===== src/rtl/spi_slave_frontend_pkg.sv =====
// Shared types and constants for the SPI slave front end feeding the single-port RAM.
package spi_pkg;

    typedef enum logic [2:0] {
        IDLE,
        CHK_CMD,
        WRITE,
        READ_ADD,
        READ_DATA
    } state_e;

    localparam logic [1:0] CMD_WR_ADDR = 2'b00;
    localparam logic [1:0] CMD_WR_DATA = 2'b01;
    localparam logic [1:0] CMD_RD_ADDR = 2'b10;
    localparam logic [1:0] CMD_RD_DATA = 2'b11;

    localparam int FRAME_W = 10;

    function automatic logic is_shift_state(input state_e s);
        return (s == WRITE) || (s == READ_ADD) || (s == READ_DATA);
    endfunction

endpackage


===== src/rtl/spi_slave_frontend_if.sv =====
// SPI pins plus the RAM-side command/read-data handshake of the slave front end.
interface spi_slave_frontend_if #(
    parameter int DATA_W = 8
);
    logic              MOSI;
    logic              SS_n;
    logic              MISO;
    logic [DATA_W+1:0] rx_data;
    logic              rx_valid;
    logic [DATA_W-1:0] tx_data;
    logic              tx_valid;

    modport slave (
        input  MOSI, SS_n, tx_data, tx_valid,
        output MISO, rx_data, rx_valid
    );

    modport master (
        output MOSI, SS_n, tx_data, tx_valid,
        input  MISO, rx_data, rx_valid
    );
endinterface


===== src/rtl/spi_tx_serializer.sv =====
// Parallel-to-serial shifter for RAM read data: MSB first, one bit per clk, MISO idles low.
module spi_tx_serializer #(
    parameter int DATA_W = 8
) (
    input  logic              clk,
    input  logic              rst,
    input  logic              clr_i,
    input  logic              load_i,
    input  logic [DATA_W-1:0] data_i,
    output logic              miso_o,
    output logic              done_o
);
    localparam int CW = $clog2(DATA_W);

    logic [DATA_W-1:0] sreg_q;
    logic [CW-1:0]     cnt_q;
    logic              busy_q;
    logic              miso_q;

    // The MSB goes straight to MISO on load so it appears the cycle after tx_valid.
    always_ff @(posedge clk) begin
        if (rst || clr_i) begin
            sreg_q <= '0;
            cnt_q  <= '0;
            busy_q <= 1'b0;
            miso_q <= 1'b0;
        end else if (load_i) begin
            miso_q <= data_i[DATA_W-1];
            sreg_q <= {data_i[DATA_W-2:0], 1'b0};
            cnt_q  <= CW'(DATA_W - 1);
            busy_q <= 1'b1;
        end else if (busy_q) begin
            if (cnt_q == '0) begin
                miso_q <= 1'b0;
                busy_q <= 1'b0;
            end else begin
                miso_q <= sreg_q[DATA_W-1];
                sreg_q <= {sreg_q[DATA_W-2:0], 1'b0};
                cnt_q  <= cnt_q - 1'b1;
            end
        end
    end

    assign done_o = busy_q && (cnt_q == '0);
    assign miso_o = miso_q;

endmodule


===== src/rtl/spi_slave_frontend.sv =====
// SPI slave front end: frame FSM, MOSI deserialiser and read-address/read-data pairing.
module spi_slave_frontend
    import spi_pkg::*;
#(
    parameter int DATA_W = 8
) (
    input  logic                 clk,
    input  logic                 rst,
    spi_slave_frontend_if.slave  bus
);
    localparam int FW = DATA_W + 2;

    state_e          state_q;
    logic [FW-1:0]   rx_data_q;
    logic            rx_valid_q;
    logic [3:0]      bit_cnt_q;
    logic            rd_addr_seen_q;
    logic            rx_done_q;
    logic            tx_sent_q;

    logic            tx_load;
    logic            tx_clr;
    logic            tx_done;
    logic            tx_miso;

    // Only one serialisation per read-data frame, and only once its command word is out.
    assign tx_load = (state_q == READ_DATA) && rx_done_q && !tx_sent_q
                     && bus.tx_valid && !bus.SS_n;
    assign tx_clr  = (state_q != IDLE) && bus.SS_n;

    always_ff @(posedge clk) begin
        if (rst) begin
            state_q        <= IDLE;
            rx_data_q      <= '0;
            rx_valid_q     <= 1'b0;
            bit_cnt_q      <= '0;
            rd_addr_seen_q <= 1'b0;
            rx_done_q      <= 1'b0;
            tx_sent_q      <= 1'b0;
        end else begin
            rx_valid_q <= 1'b0;
            if (tx_clr) begin
                state_q <= IDLE;
            end else begin
                case (state_q)
                    IDLE: begin
                        if (!bus.SS_n) begin
                            state_q   <= CHK_CMD;
                            bit_cnt_q <= '0;
                            rx_done_q <= 1'b0;
                            tx_sent_q <= 1'b0;
                        end
                    end
                    CHK_CMD: begin
                        if (!bus.MOSI)          state_q <= WRITE;
                        else if (rd_addr_seen_q) state_q <= READ_DATA;
                        else                    state_q <= READ_ADD;
                    end
                    default: begin
                        if (is_shift_state(state_q) && !rx_done_q) begin
                            rx_data_q <= {rx_data_q[FW-2:0], bus.MOSI};
                            if (bit_cnt_q == 4'(FW - 1)) begin
                                rx_valid_q <= 1'b1;
                                rx_done_q  <= 1'b1;
                                if (state_q == READ_ADD) rd_addr_seen_q <= 1'b1;
                            end else begin
                                bit_cnt_q <= bit_cnt_q + 4'd1;
                            end
                        end
                        if (tx_load) tx_sent_q      <= 1'b1;
                        if (tx_done) rd_addr_seen_q <= 1'b0;
                    end
                endcase
            end
        end
    end

    spi_tx_serializer #(
        .DATA_W (DATA_W)
    ) u_tx (
        .clk    (clk),
        .rst    (rst),
        .clr_i  (tx_clr),
        .load_i (tx_load),
        .data_i (bus.tx_data),
        .miso_o (tx_miso),
        .done_o (tx_done)
    );

    assign bus.MISO     = tx_miso;
    assign bus.rx_data  = rx_data_q;
    assign bus.rx_valid = rx_valid_q;

endmodule


===== src/flat_wrapper.sv =====
// flat-port wrapper written by rule: the top's interface ports become plain ports
module spi_slave_frontend_flat import spi_pkg::*;
#(
    parameter int DATA_W = 8
)
  (clk, rst, bus_MOSI, bus_SS_n, bus_tx_data, bus_tx_valid, bus_MISO, bus_rx_data, bus_rx_valid);
  spi_slave_frontend_if #(.DATA_W(DATA_W)) bus_i ();
  input  logic clk;
  input  logic rst;
  input wire logic [$bits(bus_i.MOSI)-1:0] bus_MOSI;
  input wire logic [$bits(bus_i.SS_n)-1:0] bus_SS_n;
  input wire logic [$bits(bus_i.tx_data)-1:0] bus_tx_data;
  input wire logic [$bits(bus_i.tx_valid)-1:0] bus_tx_valid;
  output wire logic [$bits(bus_i.MISO)-1:0] bus_MISO;
  output wire logic [$bits(bus_i.rx_data)-1:0] bus_rx_data;
  output wire logic [$bits(bus_i.rx_valid)-1:0] bus_rx_valid;
  assign bus_i.MOSI = bus_MOSI;
  assign bus_i.SS_n = bus_SS_n;
  assign bus_i.tx_data = bus_tx_data;
  assign bus_i.tx_valid = bus_tx_valid;
  assign bus_MISO = bus_i.MISO;
  assign bus_rx_data = bus_i.rx_data;
  assign bus_rx_valid = bus_i.rx_valid;
  spi_slave_frontend #(.DATA_W(DATA_W)) u_core (.clk(clk), .rst(rst), .bus(bus_i));
endmodule

===== config.mk =====
export PLATFORM = sky130hd
export DESIGN_NAME = spi_slave_frontend_flat
export DESIGN_NICKNAME = d
export VERILOG_FILES = /design/src/rtl/spi_slave_frontend_pkg.sv /design/src/rtl/spi_slave_frontend_if.sv /design/src/rtl/spi_tx_serializer.sv /design/src/rtl/spi_slave_frontend.sv /design/src/flat_wrapper.sv
export SDC_FILE = /design/constraint.sdc
export NUM_CORES = 1
export LEC_CHECK = 0
export ABC_AREA = 1
export BUFFER_PORTS_ARGS = -buffer_cell sky130_fd_sc_hd__buf_2
export CAP_MARGIN = 10
export CORE_MARGIN = 5
export CORE_UTILIZATION = 40
export CTS_CLUSTER_SIZE = 14
export DETAILED_ROUTE_END_ITERATION = 12
export PLACE_DENSITY_LB_ADDON = 0.25
export RECOVER_POWER = 25
export SETUP_SLACK_MARGIN = 0.2
export SLEW_MARGIN = 15
export SYNTH_ARGS = -nofsm -noshare
export SYNTH_HDL_FRONTEND = slang
export SYNTH_SLANG_ARGS = --single-unit

===== constraint.sdc =====
create_clock -name clk -period 1.4 [get_ports clk]
set_input_delay 0.42 -clock clk [delete_from_list [all_inputs] [get_ports clk]]
set_output_delay 0.42 -clock clk [all_outputs]
set_load 0.005 [all_outputs]

==> results of run 1 <==
[worst paths after layout]
| check | endpoint | slack [ps] |
|---|---|---|
| worst min register to register | u_core.bus.rx_data[9] | 450 |
| worst max-delay path | u_core.bit_cnt_q[2] | 140 |
| worst min-delay path | u_core.bus.rx_valid | 320 |
| worst max register to register | u_core.bit_cnt_q[2] | 140 |
[per-layer routing]
layer  track usage, %  vias up
met5                0        -
met4             7.52        0
met3             2.95        6
met2             21.9       18
met1             16.5      678
li1                 -      788
[cell type report]
cell class              instances  share of cell area, %
inverters                      35                   6.84
well taps                      48                   2.81
clock buffers                   5                   3.22
repair inverters                1                  0.234
flip-flops and latches         33                   32.1
repair buffers                 40                   13.0
multi-input cells             145                   41.0
clock inverters                 3                  0.819
[where the power goes]
group | leakage, nW | switching [W] | internal, W
clock network | 0.0439 | 0.000370 | 0.000343
registers | 0.275 | 0.0000453 | 0.000976
logic | 0.642 | 0.000218 | 0.000151
total | 0.962 | 0.000634 | 0.00147
[placed cells by master, fill, tap and decap left out, drive strengths merged]
cell type / instances
nand2: 43
buf: 37
inv: 34
dfxtp: 33
a21oi: 27
nor2: 26
o21ai: 23
nand3: 11
clkbuf: 8
clkinv: 4
ha: 4
nand4: 3
nor3: 2
or2: 2
o21bai: 1
a31oi: 1
xnor2: 1
a211oi: 1
clkinvlp: 1
[critical path, stage by stage, from the launching register on]
cell and delay (ps):
dfxtp_2 340, buf_4 140, ha_2 170, or2_2 280
nand3_2 70, nand3_1 70, nand2_1 60, nor2_1 30
[kinds of logic (layout without fill, tap and decap cells)]
family,count (synthesis),count (layout)
and+or+nand+nor,86,87
adders and majority gates,4,4
xor gates and xnor gates,1,1
buffers and inverters,39,84
DFF,33,33
AOI/OAI and AO/OA,53,53
[registers in the layout (all words and copies together), names as in the netlist]
signal and count:
u_core.u_tx.cnt_q 3, u_core.state_q 3, u_core.u_tx.busy_q 1, u_core.bus.rx_data 10
u_core.u_tx.miso_o 1, u_core.rx_done_q 1, u_core.tx_sent_q 1, u_core.u_tx.sreg_q 7
u_core.rd_addr_seen_q 1, u_core.bit_cnt_q 4, u_core.bus.rx_valid 1
[repair_timing]
item                       in CTS  in global routing
hold buffers                    0                  0
setup endpoints to repair      27                 34
buffers inserted                3                  5
pin swaps                       8                 15
cloned                          1                  2
gates resized for setup        32                 50
hold endpoints to repair        0                  0
[through the flow]
step	instance area [um2]	total power (W)	setup TNS, ps
6_report	2140	0.00210	0
5_1_grt	2140	0.00221	0
3_3_place_gp	1750	0.00132	0
3_5_place_dp	1750	0.00131	-5.56
4_1_cts	1930	0.00205	0
2_1_floorplan	1530	0.00123	0
==> results.md, run 1 <==
* Outcome: complete, no violations
* Sequential-to-total area share from yosys stat at 43.2%
* Vias per std cell at 4.81
* Yosys reg bits at 33
* CTS Buf Count at 5
* Adder-cell share of the synthesized area at 3.27%
* Crit. End Element: flop
* Least-Margin Pin Slew at 238 ps
* Lkg Pwr at 0.962 nW
* Total of max-cap violations at 0
* GRT overflow at 0
* Synth cell count leaders: nand2_1, dfxtp_1, inv_1, a21oi_1, nor2_1
* Tmin final at 1260 ps
* Post-synth EDFFs at 0
* WL met1 at 1.59 mm
* Commonest register cell after synthesis: dfxtp_1
* Vias in the first global route at 1277
* Routed WL at 3.71 mm
* Max layer used: met4
* Simple logic cell fraction of the synthesized area at 24.4%
* First-pass GRT wire length at 5.53 mm
* Post-route ant nets at 0
* Worst setup startpoint: u_core.bit_cnt_q[1]
* Port-buffer cells at 24
* Slew Limit Fails at 0
* First drt pass iteration count at 4
* CP required at 1590 ps
* WL per Instance at 12.0 um
* Finished Layout Cells at 310
* DRC at 0
* # IOs at 25
* Final worst slack at 145 ps
* Worst Hold Depth at 2
* Crit-path max FO at 4
* Unrepaired setup endpoints after global routing: yes
* Reg2reg path depth at 7
* Initial core utilization at 41.5%
* Initial antenna violation count at 0
* Metal2 WL at 1.92 mm
* Area delta synth->final at 39.8%
* Final RePlAce weighted congestion at 0.792
* Clock Skew at 6.75 ps
* Mapped Cells at 216
* Slew headroom at 84.1%
* CTS H-Tree Depth at 2
* Ranking of synthesized cells by area: dfxtp_1, nand2_1, a21oi_1
* Setup-failing EPs final at 0
* Die width at 71.9 um
* WHS at 319 ps
* Worst vdd ir at 537 uV
* Synth Area in XOR/XNOR at 0.572%
* Antenna Cells at 0
* Hold wc startpoint: rst
* Endpoints failing hold at 0
* Clock Sink Count at 33
* Root Buffer: clkbuf_8
* Syn_area_per_cell at 7.08 um2
* Multiplexer share of the synthesized area at 0%
* CTS max path bufs at 2
* Reg clk slew, reported paths at 70 ps
* Layout cells sized above 1 at 42.7%
* Overall Global Routing Usage at 13.5%
* Netlist cell types at 26
* Metal3 WL at 128 um
* Final core utilization at 58.0%
* Number of DRC markers in iteration 0 at 33
* Post-synthesis async set-or-reset flop share at 0%
* Synth Cell Area at 1530 um2
* Critical path arrival at 1450 ps
* Synth area leader: dfxtp_1
* Clock latency on the worst-skew pair at 290 ps
* Synth Warn # at 0
* Largest family of logic cells by synthesized area: simple AND/OR/NAND/NOR gates
* Die ar. at 5160 um2
* Compound-Gate Fraction of Synth Area at 18.0%
* Die Y-Extent at 71.9 um
* DP Wirelength at 2.33 mm
* Sequential Area at 687 um2
* Area of the multi-input gates at 877 um2
* CTS tree: yes
* Pre-CTS setup slack at -5.56 ps
* Worst min-delay path class: input port to flop
* Post-synth top area share at 43.2%
* Fmax at 797 MHz
* Critical R2R Launch: u_core.bit_cnt_q[1]
* Core area at 3690 um2
* Vias post-DR at 1490
* Nets at 278
* Top-count cell post-synth: nand2_1
* Std cell rows at 22
* Syn nets at 233
* Fillers at 372
* Largest net degree at the start of global routing at 22
* Pwr dens at 983 nW/um2
* CP startpoint kind: flop
* Inst Count DP at 291
* Crit share post-route at 89.6%
* Crit Path Class: flop to flop
Power figures use the tool's default switching activity.
==> run 2: changes to the inputs <==
--- a/config.mk
+++ b/config.mk
@@ -7,7 +7,8 @@
 export LEC_CHECK = 0
 export ABC_AREA = 1
 export BUFFER_PORTS_ARGS = -buffer_cell sky130_fd_sc_hd__buf_2
-export CAP_MARGIN = 10
+export CAP_MARGIN = 0
+export CORE_ASPECT_RATIO = 1.75
 export CORE_MARGIN = 5
 export CORE_UTILIZATION = 40
 export CTS_CLUSTER_SIZE = 14
==> results.md, run 2 (synthesis results as in run 1) <==
* Clock power share at 40.4% (+6.5 points)
* CTS H-Tree Depth at 2 (unchanged)
* Initial antenna violation count at 0 (unchanged)
* Tmin final at 1320 ps (+69.3 ps)
* # IOs at 25 (unchanged)
* Hold_buf cts at 0 (unchanged)
* Most frequent cells in the layout: nand2_1, inv_1, a21oi_1
* Final RePlAce weighted congestion at 0.844 (+6.5%)
* Lkg Pwr at 1.05 nW (+9.0%)
* Reg clk slew, reported paths at 70 ps (about the same)
* Crit. End Element: flop
* WL per Instance at 12.4 um (+3.9%)
* Die Y-Extent at 91.8 um (+28%)
* Vias per std cell at 4.93 (+2.5%)
* CP startpoint kind: flop
* Die ar. at 5210 um2 (+0.95%)
* Clock Skew at 7.21 ps (+0.453 ps)
* CP max stage cell: dfxtp_1
* Endpoints failing hold at 0 (unchanged)
* Number of DRC markers in iteration 0 at 23 (-30%)
* Clock Sink Count at 33 (unchanged)
* Fmax at 755 MHz (-5.2%)
* Port-buffer cells at 24 (unchanged)
* Crit share post-route at 94.6% (+5.0 points)
* Vias post-DR at 1567 (+5.2%)
* Total of max-cap violations at 0 (unchanged)
* Slew headroom at 80.4% (-3.6 points)
* Vias in the first global route at 1418 (+11%)
* Clock latency on the worst-skew pair at 290 ps (about the same)
* Final core utilization at 63.4% (+5.4 points)
* Post-route ant nets at 0 (unchanged)
* Reg power frac at 43.3% (-5.3 points)
* Psw at 0.000633 W (-0.16%)
* Pre-CTS setup slack at -1.52 ps (+4.05 ps)
* Initial core utilization at 41.8% (+0.27 points)
* Logic pwr share at 16.3% (-1.2 points)
* Antenna Cells at 0 (unchanged)
* Sw Share at 26.9% (-3.2 points)
* Inst Count DP at 290 (-0.34%)
* Finished Layout Cells at 318 (+2.6%)
* Std cell rows at 29 (+32%)
* Crit path buf inv count at 1 (unchanged)
* Core area at 3660 um2 (-0.64%)
* Routed WL at 3.96 mm (+6.6%)
* Family with the most delay on the worst path: simple AND/OR/NAND/NOR gates
* GRT overflow at 0 (unchanged)
* Largest net degree at the start of global routing at 20 (-9.1%)
* Pwr dens at 1010 nW/um2 (+2.9%)
* Least-Margin Pin Slew at 293 ps (+54.8 ps)
* Final worst slack at 75.6 ps (-69.3 ps)
* Worst min-delay path class: input port to flop
* Area delta synth->final at 51.9%
* Unrepaired setup endpoints after global routing: yes
* Cell mode on critical path: nor2_1
* Root Buffer: clkbuf_8
* Outcome: complete, no violations
* Slew Limit Fails at 0 (unchanged)
* Tot Pwr at 0.00235 W (+12%)
* CP required at 1590 ps (about the same)
* Overall Global Routing Usage at 14.1% (+0.53 points)
* Die width at 56.8 um (-21%)
* CTS max path bufs at 2 (unchanged)
* Crit-path max FO at 5 (+1)
* DRC at 0 (unchanged)
* Commonest non-fill, non-tap cell in the layout: nand2_1
* Worst path max stage delay at 380 ps (+40 ps)
* Number of flip-flops in the largest register at 10 (unchanged)
* Setup-failing EPs final at 0 (unchanged)
* Int Power at 0.00172 W (+17%)
* CTS Buf Count at 5 (unchanged)
* Layout cells sized above 1 at 45.6% (+2.8 points)
* Finished Cell Area at 2320 um2 (+8.7%)
* DP Area at 1750 um2 (+0.29%)
* Critical path arrival at 1510 ps (+60 ps)
* Crit Path Class: flop to flop
* Worst vdd ir at 677 uV (+26%)
* Worst path cell trace: nor2_1, nor2_1, nand3_4, clkbuf_16, o21ai_2, a21oi_1
* First-pass GRT wire length at 5.80 mm (+5.0%)
* Nets at 288 (+3.6%)
* First drt pass iteration count at 4 (unchanged)
* CTS tree: yes
* DP Wirelength at 2.50 mm (+7.1%)
[run 2: final cells by class]
type / instances / area [um2]
fill: 332 / 1340
multi-input combinational: 144 / 910
sequential: 33 / 683
timing repair buffer: 52 / 400
inverter: 35 / 154
clock buffer: 6 / 82.6
tap: 46 / 57.6
clock inverter: 2 / 37.5
[run 2: per-stage QoR]
step	hold WS (ps)	TNS (ps)
floorplan	435	0
global placement	427	0
finish	322	0
detailed placement	434	-1.52
global route	318	0
CTS	322	0
[run 2: path summary, 6_finish.rpt]
path | from | endpoint | slack [ps] | depth (start not counted)
max | u_core.state_q[2] | u_core.bus.rx_data[8] | 80 | 6
max reg2reg | u_core.state_q[2] | u_core.bus.rx_data[8] | 80 | 6
min reg2reg | u_core.bus.rx_data[9] | u_core.bus.rx_data[9] | 450 | 2
min | rst | u_core.tx_sent_q | 320 | 2
[run 2: timing repair]
action                     in CTS  in global routing
setup buffers                   3                 15
resized for setup              31                 69
gates cloned                    0                  2
setup endpoints to repair      26                 36
pin swaps                       8                 15
[run 2: power by group through the flow]
stage | registers (W) | clock network (W) | logic (W)
CTS | 0.00102 | 0.000947 | 0.000340
global route | 0.00103 | 0.00102 | 0.000427
floorplan | 0.00102 | 0 | 0.000205
finish | 0.00102 | 0.000950 | 0.000383
global placement | 0.00103 | 0 | 0.000303
detailed placement | 0.00103 | 0 | 0.000304
[run 2: routing by layer]
layer | global-route usage, % | vias to the layer above | routed length (um)
met4 | 7.35 | 0 | 132
li1 | - | 806 | -
met2 | 26.4 | 33 | 2190
met3 | 4.63 | 12 | 215
met5 | 0 | - | 0
met1 | 13.0 | 716 | 1410
